===== src/rtl/clock_display_mux.sv =====
// Multiplexed 4-digit common-anode 7-segment driver for the RTC.
// Shows a per-frame snapshot of the BCD digits, blanks a leading hour zero and
// inserts one dead cycle per slot to avoid ghosting. The colon blinks on slot 2.
module clock_display_mux #(
    parameter int unsigned REFRESH_DIV  = 50000,
    parameter int unsigned BLINK_FRAMES = 250,
    parameter int unsigned BLANK_LEAD   = 1
) (
    input  logic       div_clk,
    input  logic       rst_i,
    input  logic [3:0] hr1_i,
    input  logic [3:0] hr2_i,
    input  logic [3:0] min1_i,
    input  logic [3:0] min2_i,
    output logic [3:0] an_o,
    output logic [6:0] seg_o,
    output logic       dp_o
);

    localparam int unsigned PreW = (REFRESH_DIV > 2) ? $clog2(REFRESH_DIV) : 1;
    localparam int unsigned FrmW = (BLINK_FRAMES > 1) ? $clog2(BLINK_FRAMES) : 1;
    localparam logic [PreW-1:0] PreLast = PreW'(REFRESH_DIV - 1);
    localparam logic [FrmW-1:0] FrmLast = FrmW'(BLINK_FRAMES - 1);

    logic [PreW-1:0]  pre_q, pre_d;
    logic [1:0]       scan_q, scan_d;
    logic [FrmW-1:0]  frame_q, frame_d;
    logic             phase_q, phase_d;
    // Indexed by slot: 0=min2, 1=min1, 2=hr2, 3=hr1.
    logic [3:0][3:0]  shadow_q, shadow_d;
    logic [3:0]       an_d;
    logic [6:0]       seg_d;
    logic             dp_d;
    logic             tick;
    logic             frame_end;

    // BCD to active-low segments (bit 6 = g ... bit 0 = a); non-BCD shows a dash.
    function automatic logic [6:0] encode(input logic [3:0] d);
        logic [6:0] s;
        case (d)
            4'd0:    s = 7'b1000000;
            4'd1:    s = 7'b1111001;
            4'd2:    s = 7'b0100100;
            4'd3:    s = 7'b0110000;
            4'd4:    s = 7'b0011001;
            4'd5:    s = 7'b0010010;
            4'd6:    s = 7'b0000010;
            4'd7:    s = 7'b1111000;
            4'd8:    s = 7'b0000000;
            4'd9:    s = 7'b0010000;
            default: s = 7'b0111111;
        endcase
        return s;
    endfunction

    assign tick      = (pre_q == PreLast);
    assign frame_end = tick && (scan_q == 2'd3);

    // Next-state for prescaler, scan index, snapshot and blink phase.
    always_comb begin
        pre_d    = pre_q + 1'b1;
        scan_d   = scan_q;
        frame_d  = frame_q;
        phase_d  = phase_q;
        shadow_d = shadow_q;
        if (tick) begin
            pre_d  = '0;
            scan_d = scan_q + 2'd1;
        end
        if (frame_end) begin
            // Whole-frame snapshot keeps the four digits coherent.
            shadow_d = {hr1_i, hr2_i, min1_i, min2_i};
            if (frame_q == FrmLast) begin
                frame_d = '0;
                phase_d = ~phase_q;
            end else begin
                frame_d = frame_q + 1'b1;
            end
        end
    end

    // Display decode from the current (pre-edge) state; registered below.
    always_comb begin
        an_d  = 4'b1111;
        seg_d = 7'b1111111;
        dp_d  = 1'b1;
        if (pre_q != '0) begin
            an_d  = ~(4'b0001 << scan_q);
            seg_d = encode(shadow_q[scan_q]);
            if ((scan_q == 2'd3) && (BLANK_LEAD != 0) && (shadow_q[3] == 4'd0)) begin
                an_d  = 4'b1111;
                seg_d = 7'b1111111;
            end
            if ((scan_q == 2'd2) && phase_q) begin
                dp_d = 1'b0;
            end
        end
    end

    // State and output registers with synchronous reset.
    always_ff @(posedge div_clk) begin
        if (rst_i) begin
            pre_q    <= '0;
            scan_q   <= 2'd0;
            frame_q  <= '0;
            phase_q  <= 1'b0;
            shadow_q <= '0;
            an_o     <= 4'b1111;
            seg_o    <= 7'b1111111;
            dp_o     <= 1'b1;
        end else begin
            pre_q    <= pre_d;
            scan_q   <= scan_d;
            frame_q  <= frame_d;
            phase_q  <= phase_d;
            shadow_q <= shadow_d;
            an_o     <= an_d;
            seg_o    <= seg_d;
            dp_o     <= dp_d;
        end
    end

endmodule


===== config.mk =====
export PLATFORM = sky130hd
export DESIGN_NAME = clock_display_mux
export DESIGN_NICKNAME = d
export VERILOG_FILES = /design/src/rtl/clock_display_mux.sv
export SDC_FILE = /design/constraint.sdc
export NUM_CORES = 1
export LEC_CHECK = 0
export ABC_AREA = 1
export BUFFER_PORTS_ARGS = -buffer_cell sky130_fd_sc_hd__buf_2
export CAP_MARGIN = 10
export CORE_MARGIN = 3
export CORE_UTILIZATION = 62
export CTS_BUF_LIST = sky130_fd_sc_hd__clkbuf_16
export DETAILED_ROUTE_END_ITERATION = 8
export GPL_TIMING_DRIVEN = 0
export PLACE_DENSITY = 0.83
export SYNTH_ARGS = -nofsm -noshare
export SYNTH_HDL_FRONTEND = slang
export SYNTH_SLANG_ARGS = --single-unit
export TNS_END_PERCENT = 30

===== constraint.sdc =====
create_clock -name div_clk -period 4.41 [get_ports div_clk]
set_input_delay 0.882 -clock div_clk [delete_from_list [all_inputs] [get_ports div_clk]]
set_output_delay 0.882 -clock div_clk [all_outputs]
set_load 0.05 [all_outputs]

==> Implementation_results.wiki <==
{| class="wikitable"
! Metric !! Value
|-
| Status || finished, final reports clean
|-
| Kind of critical path || flop to flop
|-
| Setup repair after global routing missed its margin || no
|-
| Clock buffers created by TritonCTS || 5
|-
| Synth async-reset ratio || 0
|-
| Syn. warnings || 0
|-
| Final Skew || 4.62 ps
|-
| Leakage power || 1.23 nW
|-
| Antenna violations before repair || 0
|-
| Setup TNS || 0 ps
|-
| Flip-flop and latch count after synthesis || 55
|-
| Max-cap violation count || 0
|-
| Worst reg2reg path depth || 10
|-
| Required time of the critical path || 4590 ps
|-
| Setup Fix Bufs, Post-CTS || 0
|-
| Global-route total usage across every layer || 0.233
|-
| Post-DP Area || a little over 3000 um^2
|-
| Routability Congestion || roughly 1
|-
| I/O pin count || 30
|-
| Maximum buffer depth of the clock tree || 2
|-
| Commonest non-fill, non-tap cell in the layout || nand2_1
|-
| Area of the die || around 5400 um^2
|-
| Slowest-stage cell, CP || mux2i_1
|-
| Number of routed nets with antenna violations || 0
|-
| TritonCTS clock tree || built
|-
| Part of the Yosys area used for sequential elements || 0.391
|-
| Period Utilization, post-route || 0.452
|-
| Die height || around 73 um
|-
| Filler instances || approximately 350
|-
| Relative slew slack || 0.669
|-
| Slew @ Worst Pin || approximately 480 ps
|-
| Width of the die || between 70 and 80 um
|-
| Final std cell area, no fill || around 3200 um^2
|-
| Top FF cell, synth || dfxtp_1
|-
| First-pass GRT wire length || 9.89 mm
|-
| Post-Synthesis Net Count || 422
|-
| Initial detailed-routing violation count || ~150
|-
| Synth Area per Inst || around 7.2 um^2
|-
| Most frequent cells in the layout || nand2_1, dfxtp_1, nor2_1
|-
| Category of the worst setup path launch point || flop
|-
| Combined area of all synthesized cells || 2820 um^2
|-
| Count of inserted antenna diode cells || 0
|-
| Post-synthesis compound-gate area fraction || 0.0902
|-
| Setup crit end kind || flop
|-
| Clock sink count || 55
|-
| Max Fclk || between 500 and 600 MHz
|-
| Residual DRC count || 0
|-
| Final Hold Fails || 0
|-
| Sum of routed wire length over all layers || 5.79 mm
|-
| Max-slew violations || 0
|-
| Initial core utilization || 0.670
|-
| Multiplexer share of the synthesized area || 0.00355
|-
| Maximum number of pins on one net before global-route repair || 18
|-
| Simple logic cell fraction of the synthesized area || 0.349
|-
| Number of input and output port buffers inserted || 28
|-
| Number of rows in the core area || 23
|-
| Routed len/inst || 12.2 um
|-
| Crit path largest cell delay || about 400 ps
|-
| Overflow left after global routing || 0
|-
| Clock latency on the worst-skew pair || between 200 and 300 ps
|-
| Count of flip-flops with a built-in enable after synthesis || 0
|-
| Max VDD drop || 177 uV
|-
| Final count of negative-setup-slack endpoints || 0
|-
| Clock transition time at the flip-flop clock pins of the worst setup and hold paths || 70 ps
|-
| Average vias per placed instance || approximately 5.3
|-
| Power density over the cells || 304 nW/um^2
|-
| Cell-by-cell trace of the critical path || buf_4 -> inv_2 -> buf_6 -> nand2_1 -> nand2_1 -> mux2i_1 -> inv_1 -> ha_1 -> o211ai_1 -> nand3_1
|-
| Core region area || roughly 4200 um^2
|-
| Post-CTS resize count || 0
|-
| Most numerous cell on the critical path || nand2_1
|-
| Net count of the finished layout || around 460
|-
| Instance count of the mapped netlist || 390
|-
| Synth top area share || 0.391
|-
| Adder-cell area share of the yosys netlist || 0.0622
|-
| Dominant combinational cell family by area after synthesis || simple AND/OR/NAND/NOR gates
|-
| Time the final worst path needs with I/O delays and setup || 1990 ps
|-
| Post-detailed-placement half-perimeter wirelength || between 4 and 5 mm
|-
| Synthesis-to-layout area growth || 12.3%
|-
| Most area-consuming cells after synthesis || dfxtp_1, nand2_1, ha_1, nand3_1, a21oi_1
|-
| Worst hold path type || flop to flop
|-
| Hold_buf cts || 0
|-
| Highest fanout seen on the critical path || 11
|-
| Distinct cell type count after synthesis || 31
|-
| Most area-hungry cell type in the Yosys netlist || dfxtp_1
|-
| Worst hold path stage count || 1
|-
| Worst Path Arrival || between 2000 and 2500 ps
|-
| Clk root buf || clkbuf_16
|-
| Vias post-DR || 2,508
|-
| Area share of xor/xnor cells in the synthesized design || 0.0187
|-
| DR pass1 iterations || 4
|-
| Number of global-route vias before repair || 2,336
|-
| Number of levels the H-tree was split into || 2
|-
| Share of cells above drive strength 1 || 0.167
|}
[worst paths after layout]
path | from | to | slack [ps]
worst max-delay path | scan_q[0] | seg_o[5] | 2420
worst min-delay path | phase_q | dp_o | 450
worst max register to register | scan_q[0] | seg_o[5] | 2420
worst min register to register | phase_q | dp_o | 450
[area by class of cell]
type	count	area [um^2]	share of cell area
multi-input cells	291	1480	0.466
flip-flops and latches	55	1100	0.348
repair buffers	28	140	0.0443
clock buffers	5	125	0.0395
inverters	33	124	0.0391
plain buffers	11	116	0.0368
well taps	50	62.6	0.0198
clock inverters	3	20.0	0.00633
[where the power goes]
group	switching [mW]	internal [mW]	total (mW)
logic	0.0445	0.0192	0.0638
registers	0.00332	0.505	0.509
clock network	0.177	0.211	0.388
total	0.225	0.735	0.960
[stage by stage]
| stage | setup slack (ps) | power, mW | util | hold WS [ps] | std cells |
|---|---|---|---|---|---|
| global route | 2230 | 0.989 | 0.753 | 468 | 476 |
| finish | 2420 | 0.960 | 0.753 | 454 | 476 |
| CTS | 2410 | 0.966 | 0.753 | 449 | 476 |
| detailed placement | 2430 | 0.584 | 0.719 | 434 | 468 |
| global placement | 2440 | 0.583 | 0.719 | 438 | 468 |
| floorplan | 2690 | 0.566 | - | 398 | 390 |
[synth_stat cells, drive strengths merged (4+ instances only)]
cell type    n
o21ai        4
ha          14
clkbuf       4
nand2      132
nor2        42
dfxtp       55
nand4        7
buf          7
inv         33
nor3         5
nand3       37
xor2         4
a21oi       37
[sequential cells by signal (all words and copies together), names as in the netlist]
name and flops:
an_o 4, dp_o 1, frame_q 8, phase_q 1
pre_q 16, scan_q 2, seg_o 7, shadow_q 16
[worst max-delay path: cells and delay by family (launching register included)]
family / cells / cell delay, ps
DFF: 1 / 370
adders and majority gates: 1 / 230
and+or+nand+nor: 3 / 180
muxes: 1 / 400
AOI/OAI and AO/OA: 1 / 180
buffers and inverters: 4 / 530
[cells by family after synthesis]
logic type      count (synthesis)
compound gates                 45
xor+xnor                        6
fa+ha+maj                      14
buf+inv                        44
flops                          55
mux                             1
simple gates                  225
[metal layers]
metal	wire length, um	global-route usage
met1	2610	0.284
met2	2810	0.420
met3	313	0.0424
met4	52	0.0584
met5	0	0
Power figures use the tool's default switching activity.
